### src/rtl/wrapper_host_seq_if.sv
// Host-side bundle for the inference port (opcode/data/status/result) and the sample stream.
// The master modport is the initiator view; the slave modport is the port/model view.
interface wrapper_host_seq_if #(
  parameter int unsigned DW = 19,
  parameter int unsigned RW = 7
);
  logic [1:0]    opcode;
  logic [DW-1:0] data;
  logic [1:0]    status;
  logic [RW-1:0] result;
  logic          s_valid;
  logic [DW-1:0] s_data;
  logic          s_ready;

  modport master (
    output opcode, data, s_ready,
    input  status, result, s_valid, s_data
  );

  modport slave (
    input  opcode, data, s_ready,
    output status, result, s_valid, s_data
  );
endinterface

### src/rtl/wrapper_host_seq.sv
// Host-side initiator: streams a sample set into the inference port with write commands,
// issues one info command, then tracks port status and captures the result.
module wrapper_host_seq #(
  parameter int unsigned DW      = 19,
  parameter int unsigned RW      = 7,
  parameter int unsigned DEPTH   = 128,
  parameter int unsigned BUSY_TO = 4,
  parameter int unsigned DONE_TO = 1023
) (
  input  logic                clk,
  input  logic                rstn,
  input  logic                start_i,
  input  logic [7:0]          nwords_i,
  input  logic [7:0]          read_len_i,
  input  logic [7:0]          count_len_i,
  wrapper_host_seq_if.master  port_io,
  output logic                busy_o,
  output logic                res_valid_o,
  output logic [RW-1:0]       res_o,
  output logic                err_o
);

  typedef enum logic [2:0] {StIdle, StLoad, StIssue, StWaitBusy, StWaitDone, StDone} state_e;

  state_e        state_q, state_d;
  logic [7:0]    nwords_q, nwords_d;
  logic [7:0]    read_len_q, read_len_d;
  logic [7:0]    count_len_q, count_len_d;
  logic [7:0]    cnt_q, cnt_d;
  logic [9:0]    tmr_q, tmr_d;
  logic [1:0]    opcode_q, opcode_d;
  logic [DW-1:0] data_q, data_d;
  logic          s_ready_q, s_ready_d;
  logic          busy_q, busy_d;
  logic          res_valid_q, res_valid_d;
  logic [RW-1:0] res_q, res_d;
  logic          err_q, err_d;

  logic [8:0]    len_sum;
  logic          hs;
  logic [DW-1:0] info_word;

  // The port count timer is 8 bits, so the summed lengths must fit without wrapping.
  assign len_sum = {1'b0, read_len_i} + {1'b0, count_len_i};
  assign hs      = port_io.s_valid & s_ready_q;

  always_comb begin
    info_word        = '0;
    info_word[7:0]   = read_len_q;
    info_word[17:10] = count_len_q;
  end

  always_comb begin
    state_d     = state_q;
    nwords_d    = nwords_q;
    read_len_d  = read_len_q;
    count_len_d = count_len_q;
    cnt_d       = cnt_q;
    tmr_d       = tmr_q;
    opcode_d    = 2'd0;
    data_d      = '0;
    s_ready_d   = 1'b0;
    res_valid_d = 1'b0;
    res_d       = res_q;
    err_d       = 1'b0;

    unique case (state_q)
      StIdle: begin
        if (start_i) begin
          if ((32'(nwords_i) > DEPTH) || (len_sum == 9'd0) || len_sum[8]) begin
            err_d = 1'b1;
          end else begin
            nwords_d    = nwords_i;
            read_len_d  = read_len_i;
            count_len_d = count_len_i;
            cnt_d       = 8'd0;
            if (nwords_i == 8'd0) begin
              state_d = StIssue;
            end else begin
              state_d   = StLoad;
              s_ready_d = 1'b1;
            end
          end
        end
      end
      StLoad: begin
        s_ready_d = 1'b1;
        if (hs) begin
          opcode_d = 2'd1;
          data_d   = port_io.s_data;
          cnt_d    = cnt_q + 8'd1;
          if (cnt_q == nwords_q - 8'd1) begin
            s_ready_d = 1'b0;
            state_d   = StIssue;
          end
        end
      end
      StIssue: begin
        tmr_d = 10'd0;
        // Hold the info command back while the port still reports busy.
        if (port_io.status != 2'd1) begin
          opcode_d = 2'd2;
          data_d   = info_word;
          state_d  = StWaitBusy;
        end
      end
      StWaitBusy: begin
        if (port_io.status == 2'd1) begin
          tmr_d   = 10'd0;
          state_d = StWaitDone;
        end else if (tmr_q == 10'(BUSY_TO - 1)) begin
          err_d   = 1'b1;
          state_d = StIdle;
        end else begin
          tmr_d = tmr_q + 10'd1;
        end
      end
      StWaitDone: begin
        if (port_io.status == 2'd2) begin
          res_d       = port_io.result;
          res_valid_d = 1'b1;
          state_d     = StDone;
        end else if (port_io.status == 2'd1) begin
          tmr_d = 10'd0;
        end else if (tmr_q == 10'(DONE_TO - 1)) begin
          err_d   = 1'b1;
          state_d = StIdle;
        end else begin
          tmr_d = tmr_q + 10'd1;
        end
      end
      StDone: begin
        state_d = StIdle;
      end
      default: begin
        state_d = StIdle;
      end
    endcase

    busy_d = (state_d != StIdle);
  end

  always_ff @(posedge clk) begin
    if (!rstn) begin
      state_q     <= StIdle;
      nwords_q    <= 8'd0;
      read_len_q  <= 8'd0;
      count_len_q <= 8'd0;
      cnt_q       <= 8'd0;
      tmr_q       <= 10'd0;
      opcode_q    <= 2'd0;
      data_q      <= '0;
      s_ready_q   <= 1'b0;
      busy_q      <= 1'b0;
      res_valid_q <= 1'b0;
      res_q       <= '0;
      err_q       <= 1'b0;
    end else begin
      state_q     <= state_d;
      nwords_q    <= nwords_d;
      read_len_q  <= read_len_d;
      count_len_q <= count_len_d;
      cnt_q       <= cnt_d;
      tmr_q       <= tmr_d;
      opcode_q    <= opcode_d;
      data_q      <= data_d;
      s_ready_q   <= s_ready_d;
      busy_q      <= busy_d;
      res_valid_q <= res_valid_d;
      res_q       <= res_d;
      err_q       <= err_d;
    end
  end

  assign port_io.opcode  = opcode_q;
  assign port_io.data    = data_q;
  assign port_io.s_ready = s_ready_q;
  assign busy_o          = busy_q;
  assign res_valid_o     = res_valid_q;
  assign res_o           = res_q;
  assign err_o           = err_q;

endmodule
### src/flat_wrapper.sv
// flat-port wrapper written by rule: the top's interface ports become plain ports
module wrapper_host_seq_flat 
#(
  parameter int unsigned DW      = 19,
  parameter int unsigned RW      = 7,
  parameter int unsigned DEPTH   = 128,
  parameter int unsigned BUSY_TO = 4,
  parameter int unsigned DONE_TO = 1023
)
  (clk, rstn, start_i, nwords_i, read_len_i, count_len_i, busy_o, res_valid_o, res_o, err_o, port_io_opcode, port_io_data, port_io_s_ready, port_io_status, port_io_result, port_io_s_valid, port_io_s_data);
  wrapper_host_seq_if #(.DW(DW), .RW(RW)) port_io_i ();
  input  logic clk;
  input  logic rstn;
  input  logic start_i;
  input  logic [7:0] nwords_i;
  input  logic [7:0] read_len_i;
  input  logic [7:0] count_len_i;
  output logic busy_o;
  output logic res_valid_o;
  output logic [RW-1:0] res_o;
  output logic err_o;
  output wire logic [$bits(port_io_i.opcode)-1:0] port_io_opcode;
  output wire logic [$bits(port_io_i.data)-1:0] port_io_data;
  output wire logic [$bits(port_io_i.s_ready)-1:0] port_io_s_ready;
  input wire logic [$bits(port_io_i.status)-1:0] port_io_status;
  input wire logic [$bits(port_io_i.result)-1:0] port_io_result;
  input wire logic [$bits(port_io_i.s_valid)-1:0] port_io_s_valid;
  input wire logic [$bits(port_io_i.s_data)-1:0] port_io_s_data;
  assign port_io_opcode = port_io_i.opcode;
  assign port_io_data = port_io_i.data;
  assign port_io_s_ready = port_io_i.s_ready;
  assign port_io_i.status = port_io_status;
  assign port_io_i.result = port_io_result;
  assign port_io_i.s_valid = port_io_s_valid;
  assign port_io_i.s_data = port_io_s_data;
  wrapper_host_seq #(.DW(DW), .RW(RW), .DEPTH(DEPTH), .BUSY_TO(BUSY_TO), .DONE_TO(DONE_TO)) u_core (.clk(clk), .rstn(rstn), .start_i(start_i), .nwords_i(nwords_i), .read_len_i(read_len_i), .count_len_i(count_len_i), .port_io(port_io_i), .busy_o(busy_o), .res_valid_o(res_valid_o), .res_o(res_o), .err_o(err_o));
endmodule
### config.mk
export PLATFORM = sky130hd
export DESIGN_NAME = wrapper_host_seq_flat
export DESIGN_NICKNAME = d
export VERILOG_FILES = /design/src/rtl/wrapper_host_seq_if.sv /design/src/rtl/wrapper_host_seq.sv /design/src/flat_wrapper.sv
export SDC_FILE = /design/constraint.sdc
export NUM_CORES = 1
export LEC_CHECK = 0
export ABC_AREA = 0
export BUFFER_PORTS_ARGS = -buffer_cell sky130_fd_sc_hd__buf_4
export CAP_MARGIN = 10
export CORE_ASPECT_RATIO = 0.6
export CORE_MARGIN = 8
export CORE_UTILIZATION = 23
export CTS_CLUSTER_SIZE = 12
export DETAILED_ROUTE_END_ITERATION = 10
export SYNTH_ARGS = -nofsm -noshare
export SYNTH_HDL_FRONTEND = slang
export SYNTH_SLANG_ARGS = --single-unit
### constraint.sdc
create_clock -name clk -period 3 [get_ports clk]
set_input_delay 0.15 -clock clk [delete_from_list [all_inputs] [get_ports clk]]
set_output_delay 0.15 -clock clk [all_outputs]
set_load 0.1 [all_outputs]
==> results of run 1 <==
flip-flops by register name (all words and copies together), names as in the netlist:
register	count
u_core.res_o	7
u_core.state_q	3
u_core.cnt_q	8
u_core.err_o	1
u_core.read_len_q	8
u_core.port_io.opcode	2
u_core.res_valid_o	1
u_core.port_io.data	19
u_core.count_len_q	8
u_core.tmr_q	10
u_core.busy_o	1
u_core.port_io.s_ready	1
u_core.nwords_q	8
where the power goes:
group,total (mW),internal (mW),switching [mW]
clock network,1.07,0.643,0.430
logic,0.326,0.148,0.178
registers,1.06,1.04,0.0209
routing by layer:
layer / track usage / vias to the layer above
met4: 0.01794 / 0
met1: 0.1536 / 1557
met3: 0.04102 / 8
li1: - / 1768
met2: 0.1371 / 95
met5: 0 / -
cells in the mapped netlist, drive strengths merged, types with 2 or more instances:
| library cell | count | area share |
|---|---|---|
| and3 | 10 | 0.017 |
| xnor2 | 9 | 0.021 |
| nand4 | 6 | 0.010 |
| o21a | 4 | 0.0080 |
| o21ai | 18 | 0.024 |
| a21o | 3 | 0.0060 |
| o21bai | 4 | 0.0080 |
| a21oi | 18 | 0.024 |
| nand2 | 81 | 0.081 |
| a22oi | 17 | 0.034 |
| nor2b | 4 | 0.0066 |
| or3 | 5 | 0.0083 |
| nor2 | 40 | 0.040 |
| or4 | 2 | 0.0040 |
| nand3 | 12 | 0.016 |
| and4 | 2 | 0.0047 |
| mux2i | 3 | 0.0080 |
| nor3b | 3 | 0.0060 |
| a211oi | 3 | 0.0073 |
| a21boi | 32 | 0.064 |
| buf | 5 | 0.011 |
| dfxtp | 77 | 0.41 |
| clkbuf | 16 | 0.016 |
| ha | 12 | 0.040 |
| inv | 9 | 0.0090 |
| nand4b | 2 | 0.0047 |
| xor2 | 13 | 0.030 |
| nor3 | 9 | 0.012 |
| nor4 | 6 | 0.014 |
| nand2b | 5 | 0.0083 |
| and2 | 7 | 0.012 |
metrics by stage:
| stage | utilization | std cells |
|---|---|---|
| 5_1_grt | 0.3124 | 761 |
| 6_report | 0.3124 | 761 |
| 2_1_floorplan | - | 449 |
| 3_5_place_dp | 0.2942 | 745 |
| 4_1_cts | 0.3124 | 761 |
| 3_3_place_gp | 0.2942 | 745 |
critical path, delay by kind of cell:
| family | cells | cell delay (ns) |
|---|---|---|
| adder cells (fa/ha/maj) | 2 | 0.61 |
| buffers and inverters | 2 | 0.38 |
| AND/OR/NAND/NOR | 3 | 0.99 |
| AO/OA/AOI/OAI | 5 | 0.85 |
how the worst min path moves through the flow:
stage	to	start
2_1_floorplan	u_core.count_len_q[0]$_SDFFE_PN0P_	count_len_i[0]
6_report	u_core.port_io.data[8]$_SDFF_PN0_	port_io_s_data[8]
4_1_cts	u_core.port_io.data[9]$_SDFF_PN0_	port_io_s_data[9]
5_1_grt	u_core.port_io.data[9]$_SDFF_PN0_	port_io_s_data[9]
3_5_place_dp	u_core.port_io.data[9]$_SDFF_PN0_	port_io_s_data[9]
3_3_place_gp	u_core.port_io.data[8]$_SDFF_PN0_	port_io_s_data[8]
area by class of cell:
class,count,area share
sequential,77,0.3060
clock inverter,6,0.01267
inverter,9,0.006706
clock buffer,10,0.04545
tap,209,0.05191
timing repair buffer,108,0.1610
multi-input combinational,342,0.4163
cell families (layout without fill, tap and decap cells):
family / Yosys count / after routing
fa+ha+maj: 13 / 13
xor+xnor: 22 / 22
simple gates: 196 / 196
compound gates: 108 / 108
mux: 3 / 3
buf+inv: 30 / 133
flops: 77 / 77
placed cells by master (no fill, tap or decap), types with 3 or more instances in the layout:
| cell | Yosys | routed |
|---|---|---|
| a21boi_1 | 24 | 24 |
| clkbuf_16 | 0 | 9 |
| or3_1 | 5 | 5 |
| inv_1 | 9 | 9 |
| o21bai_1 | 4 | 4 |
| nand3_1 | 12 | 12 |
| buf_4 | 1 | 108 |
| a21o_1 | 3 | 3 |
| and2_1 | 7 | 7 |
| nor2b_1 | 4 | 4 |
| o21ai_0 | 17 | 17 |
| nor4_1 | 5 | 5 |
| ha_1 | 12 | 12 |
| and3_1 | 10 | 10 |
| mux2i_1 | 3 | 3 |
| nor3b_1 | 3 | 3 |
| nand4_1 | 6 | 6 |
| a21oi_1 | 18 | 18 |
| a21boi_0 | 8 | 8 |
| nor3_1 | 9 | 8 |
| nor2_1 | 40 | 40 |
| nand2b_1 | 5 | 5 |
| xor2_1 | 13 | 13 |
| nand2_1 | 80 | 80 |
| a22oi_1 | 17 | 17 |
| o21a_1 | 4 | 4 |
| xnor2_1 | 9 | 9 |
| dfxtp_1 | 77 | 77 |
==> run metrics, run 1 <==
status completed; CTS clk-pin slew, worst paths 0.06 ns; reg2reg setup slack 0.75 ns; RSZ-0062 raised after global routing false; dpl hpwl 8.267 mm; Total GRT Usage 0.1037; number of synthesized flops with an enable pin 0; Routability Congestion 0.8350; CTS tree done; met3 wire len 765 um; reg2reg start u_core.state_q[0]$_SDFF_PN0_; grt ovf 0; layout cells sized above 1 0.2337; Metal-1 WL 5.964 mm; slowest cell delay on critical path 0.83 ns; main combinational cell family by area after synthesis simple AND/OR/NAND/NOR gates; cells after synthesis 449; CP max stage cell nor4_4; CP most frequent cell buf_4; worst-case reg-to-reg path depth 7; Simple-Gate Fraction of Synth Area 0.2484; # hold bufs at CTS 0; area of the multi-input gates 2097 um^2; reg2reg end u_core.cnt_q[5]$_SDFFE_PN0P_; wire length per cell 14.24 um; vias in the first global route 3,296; Worst Setup End Kind register; Post-synth ARST share 0; fillcell total 1,707; Die H 115.1 um; most used flip-flop cell after synthesis dfxtp_1; initial antenna violation count 0; Root Driver clkbuf_16; Vias 3,428; Static Leakage 2.006 nW; worst hold slack 0.04412 ns; Seq/Total Area, Yosys 0.4092; die area 20,870 um^2; post-synthesis mux area share 0.007971; register bit total from synthesis 77; FF/Latch Area 1541 um^2; XOR/XNOR Fraction of Synth Area 0.05115; Initial Util 0.2336; fin nets 616; crit path capture u_core.nwords_q[1]$_SDFFE_PN0P_; Worst setup startpoint read_len_i[0]; Antenna diodes 0; first-pass GRT wire length 17.40 mm; Worst Path Max Fanout 17; Setup TNS 0 ns; critical path type input pin to register; drt via density 4.505; Worst Max-Slew Pin Slew 0.8928 ns; CP Data Arrival Time 2.98 ns; Site Rows 36; Post-Synth Adder-Cell Area 0.04517; uppermost layer routed met4; Worst slew margin 0.4003; number of port buffers 87; DRT Pass-1 Iters 4; post-CTS setup buffers 0; cts bufs inserted 9; Hold Crit Class input pin to register; CP Launch Type input pin; # IOs 88; Worst EP required 3.27 ns; count of cell types in the netlist 50; worst setup margin 0.2816 ns; Achievable Freq 367.9 MHz; core area 16,130 um^2; CTS sink cnt 77; max cap viols 0; H-tree levels 3; number of remaining DRC errors 0; syn avg cell area 8.391 um^2; Peak VDD IR 0.2013 mV; Max Slew Vio Count 0; total power 2.463 mW; clock latency on the worst-skew pair 0.34 ns; Yosys warning count 0; DP Worst Slack -0.08452 ns; DRT antenna net count 0; pwr/cell area 488.9 nW/um^2; netlist area before placement 3767 um^2; fin area 5037 um^2; final setup fails 0; Placed Area 4745 um^2; Worst Hold Path Cells 2; P&R area growth vs syn 33.71%; Max Buffers Root-to-Sink 2; Iter 0 DRT Violations 252; Max Clock Skew 0.01079 ns; overall die width 181.2 um; Post-Route WL 10.83 mm; Final Hold Vio Count 0; CTS resizes 0; Synth Area in Compound Gates 0.2026; largest net degree at the start of global routing 45; Post-Syn Nets 518; minimum clock period 2.718 ns; worst path cell trace buf_4, ha_1, fa_1, a21o_1, nand3_1, a21oi_1, o311ai_2, a311oi_4, nor4_4, buf_4, nand2_1, a21boi_1; Final period util 0.9061; WL met2 4.037 mm
No activity file was read; power rests on OpenSTA's default activity.
==> run 2, diff against run 1 <==
--- a/config.mk
+++ b/config.mk
@@ -8,11 +8,14 @@
 export ABC_AREA = 0
 export BUFFER_PORTS_ARGS = -buffer_cell sky130_fd_sc_hd__buf_4
 export CAP_MARGIN = 10
+export CELL_PAD_IN_SITES_DETAIL_PLACEMENT = 0
+export CELL_PAD_IN_SITES_GLOBAL_PLACEMENT = 1
 export CORE_ASPECT_RATIO = 0.6
 export CORE_MARGIN = 8
 export CORE_UTILIZATION = 23
 export CTS_CLUSTER_SIZE = 12
 export DETAILED_ROUTE_END_ITERATION = 10
+export PLACE_DENSITY_LB_ADDON = 0.1
 export SYNTH_ARGS = -nofsm -noshare
 export SYNTH_HDL_FRONTEND = slang
 export SYNTH_SLANG_ARGS = --single-unit
==> run 2 against run 1 <==
  * Sequential cell count unchanged
  * Critical path depth unchanged
  * Via count up 1.7%
  * Fmax down 2.2%
  * Critical path type unchanged
  * Critical endpoint is now u_core.cnt_q[5]$_SDFFE_PN0P_
==> run metrics, run 2 (synthesis gave the netlist of run 1 again) <==
# IOs 88; # hold bufs at CTS 0; DRT Pass-1 Iters 5; FF/Latch Area 1541 um^2; hold_sp port_io_s_data[8]; Root Driver clkbuf_16; pwr/cell area 514.1 nW/um^2; Static Leakage 2.036 nW; core area 16,130 um^2; Worst Max-Slew Pin Slew 0.9790 ns; Peak VDD IR 0.2320 mV; Placed Cells 745; commonest non-fill, non-tap cells in the layout buf_4 (108), nand2_1 (80), dfxtp_1 (77); Iter 0 DRT Violations 198; vias in the first global route 3,453; status completed; Hold Crit Class input pin to register; non-filler instance count after layout 763; dpl hpwl 9.226 mm; CTS clk-pin slew, worst paths 0.07 ns; Site Rows 36; P&R area growth vs syn 35.64%; Placed Area 4757 um^2; Vias 3,486; overall die width 181.2 um; cts bufs inserted 9; Max Slew Vio Count 0; Routability Congestion 0.7903; Worst Setup End Kind register; fin area 5110 um^2; Die H 115.1 um; largest net degree at the start of global routing 45; CTS sink cnt 77; Total GRT Usage 0.1167; grt ovf 0; CP Launch Type input pin; layout cells sized above 1 0.2401; Setup TNS 0 ns; number of port buffers 87; drt via density 4.569; fin nets 618; DRT antenna net count 0; Worst EP required 3.27 ns; Antenna diodes 0; Max Buffers Root-to-Sink 2; Worst slew margin 0.3419; RSZ-0062 raised after global routing false; H-tree levels 3; leading cell type in the layout, fill and taps excluded buf_4; initial antenna violation count 0; Worst setup startpoint read_len_i[0]; area of the multi-input gates 2111 um^2; Initial Util 0.2336; final core area utilization 0.3169; minimum clock period 2.780 ns; max reg flops 19; Final period util 0.9265; fillcell total 1,737; Worst Path Max Fanout 11; reg2reg start u_core.state_q[0]$_SDFF_PN0_; first-pass GRT wire length 19.14 mm; Post-Route WL 12.14 mm; number of remaining DRC errors 0; CP Data Arrival Time 3.05 ns; wire length per cell 15.91 um; Achievable Freq 359.8 MHz; Max Clock Skew 0.008204 ns; clock latency on the worst-skew pair 0.34 ns; final setup fails 0; die area 20,870 um^2; max cap viols 0; CTS tree done; critical path type input pin to register; Final Hold Vio Count 0
## run 2: cell types whose count changed in the layout (fill, tap and decap cells not counted), sizes merged
| cell | change |
|---|---|
| buf | +1 |
| bufinv | +1 |
| clkinv | -3 |
| inv | +2 |
| nor4 | +1 |
## run 2: cell type report
class / count / share of cell area
clock inverters: 6 / 0.01812
well taps: 209 / 0.05118
inverters: 9 / 0.006611
repair buffers: 109 / 0.1626
flip-flops and latches: 77 / 0.3017
clock buffers: 10 / 0.04677
multi-input cells: 343 / 0.4131
## run 2: worst paths after layout
| kind | cells past startpoint | end | slack [ns] |
|---|---|---|---|
| hold reg to reg | 2 | u_core.count_len_q[6]$_SDFFE_PN0P_ | 0.45 |
| setup / recovery | 12 | u_core.cnt_q[5]$_SDFFE_PN0P_ | 0.22 |
| hold / removal | 2 | u_core.port_io.data[8]$_SDFF_PN0_ | 0.03 |
| setup reg to reg | 6 | u_core.cnt_q[5]$_SDFFE_PN0P_ | 0.60 |
## run 2: metrics by stage
| step | hold WS, ns | total power, mW | setup WS (ns) |
|---|---|---|---|
| 3_5_place_dp | 0.3787 | 1.423 | -0.2618 |
| 4_1_cts | 0.01338 | 2.673 | 0.08744 |
| 2_1_floorplan | 0.2892 | 1.278 | 0.2910 |
| 5_1_grt | 0.01302 | 2.752 | 0.09140 |
| 6_report | 0.03297 | 2.627 | 0.2204 |
| 3_3_place_gp | 0.3781 | 1.423 | -0.2692 |
## run 2: power by group
group / total [mW] / leakage (nW) / switching, mW / internal (mW)
registers: 1.06 / 0.622 / 0.0204 / 1.04
logic: 0.339 / 1.26 / 0.188 / 0.151
clock network: 1.22 / 0.156 / 0.466 / 0.758
total: 2.63 / 2.04 / 0.674 / 1.95
## run 2: what timing repair did
item,CTS,global route
buffers inserted,0,1
gates resized for setup,0,1
setup endpoints to repair,0,16
## run 2: metal layers
layer	vias to the layer above	GRT usage	part of all wire	wire length, um
li1	1773	-	-	-
met4	0	0.02610	0.0086	105
met3	11	0.04923	0.075	906
met5	-	0	0	0
met2	83	0.1529	0.37	4501
met1	1619	0.1700	0.55	6626
## run 2: critical path, stage by stage
cell and delay [ns]:
buf_4 0.11, ha_1 0.21, fa_1 0.43, a21o_1 0.24, a221o_1 0.36, a21oi_1 0.16, o21bai_1 0.17, buf_4 0.21
a211o_1 0.24, o21a_2 0.26, or3_1 0.35, a21oi_1 0.14
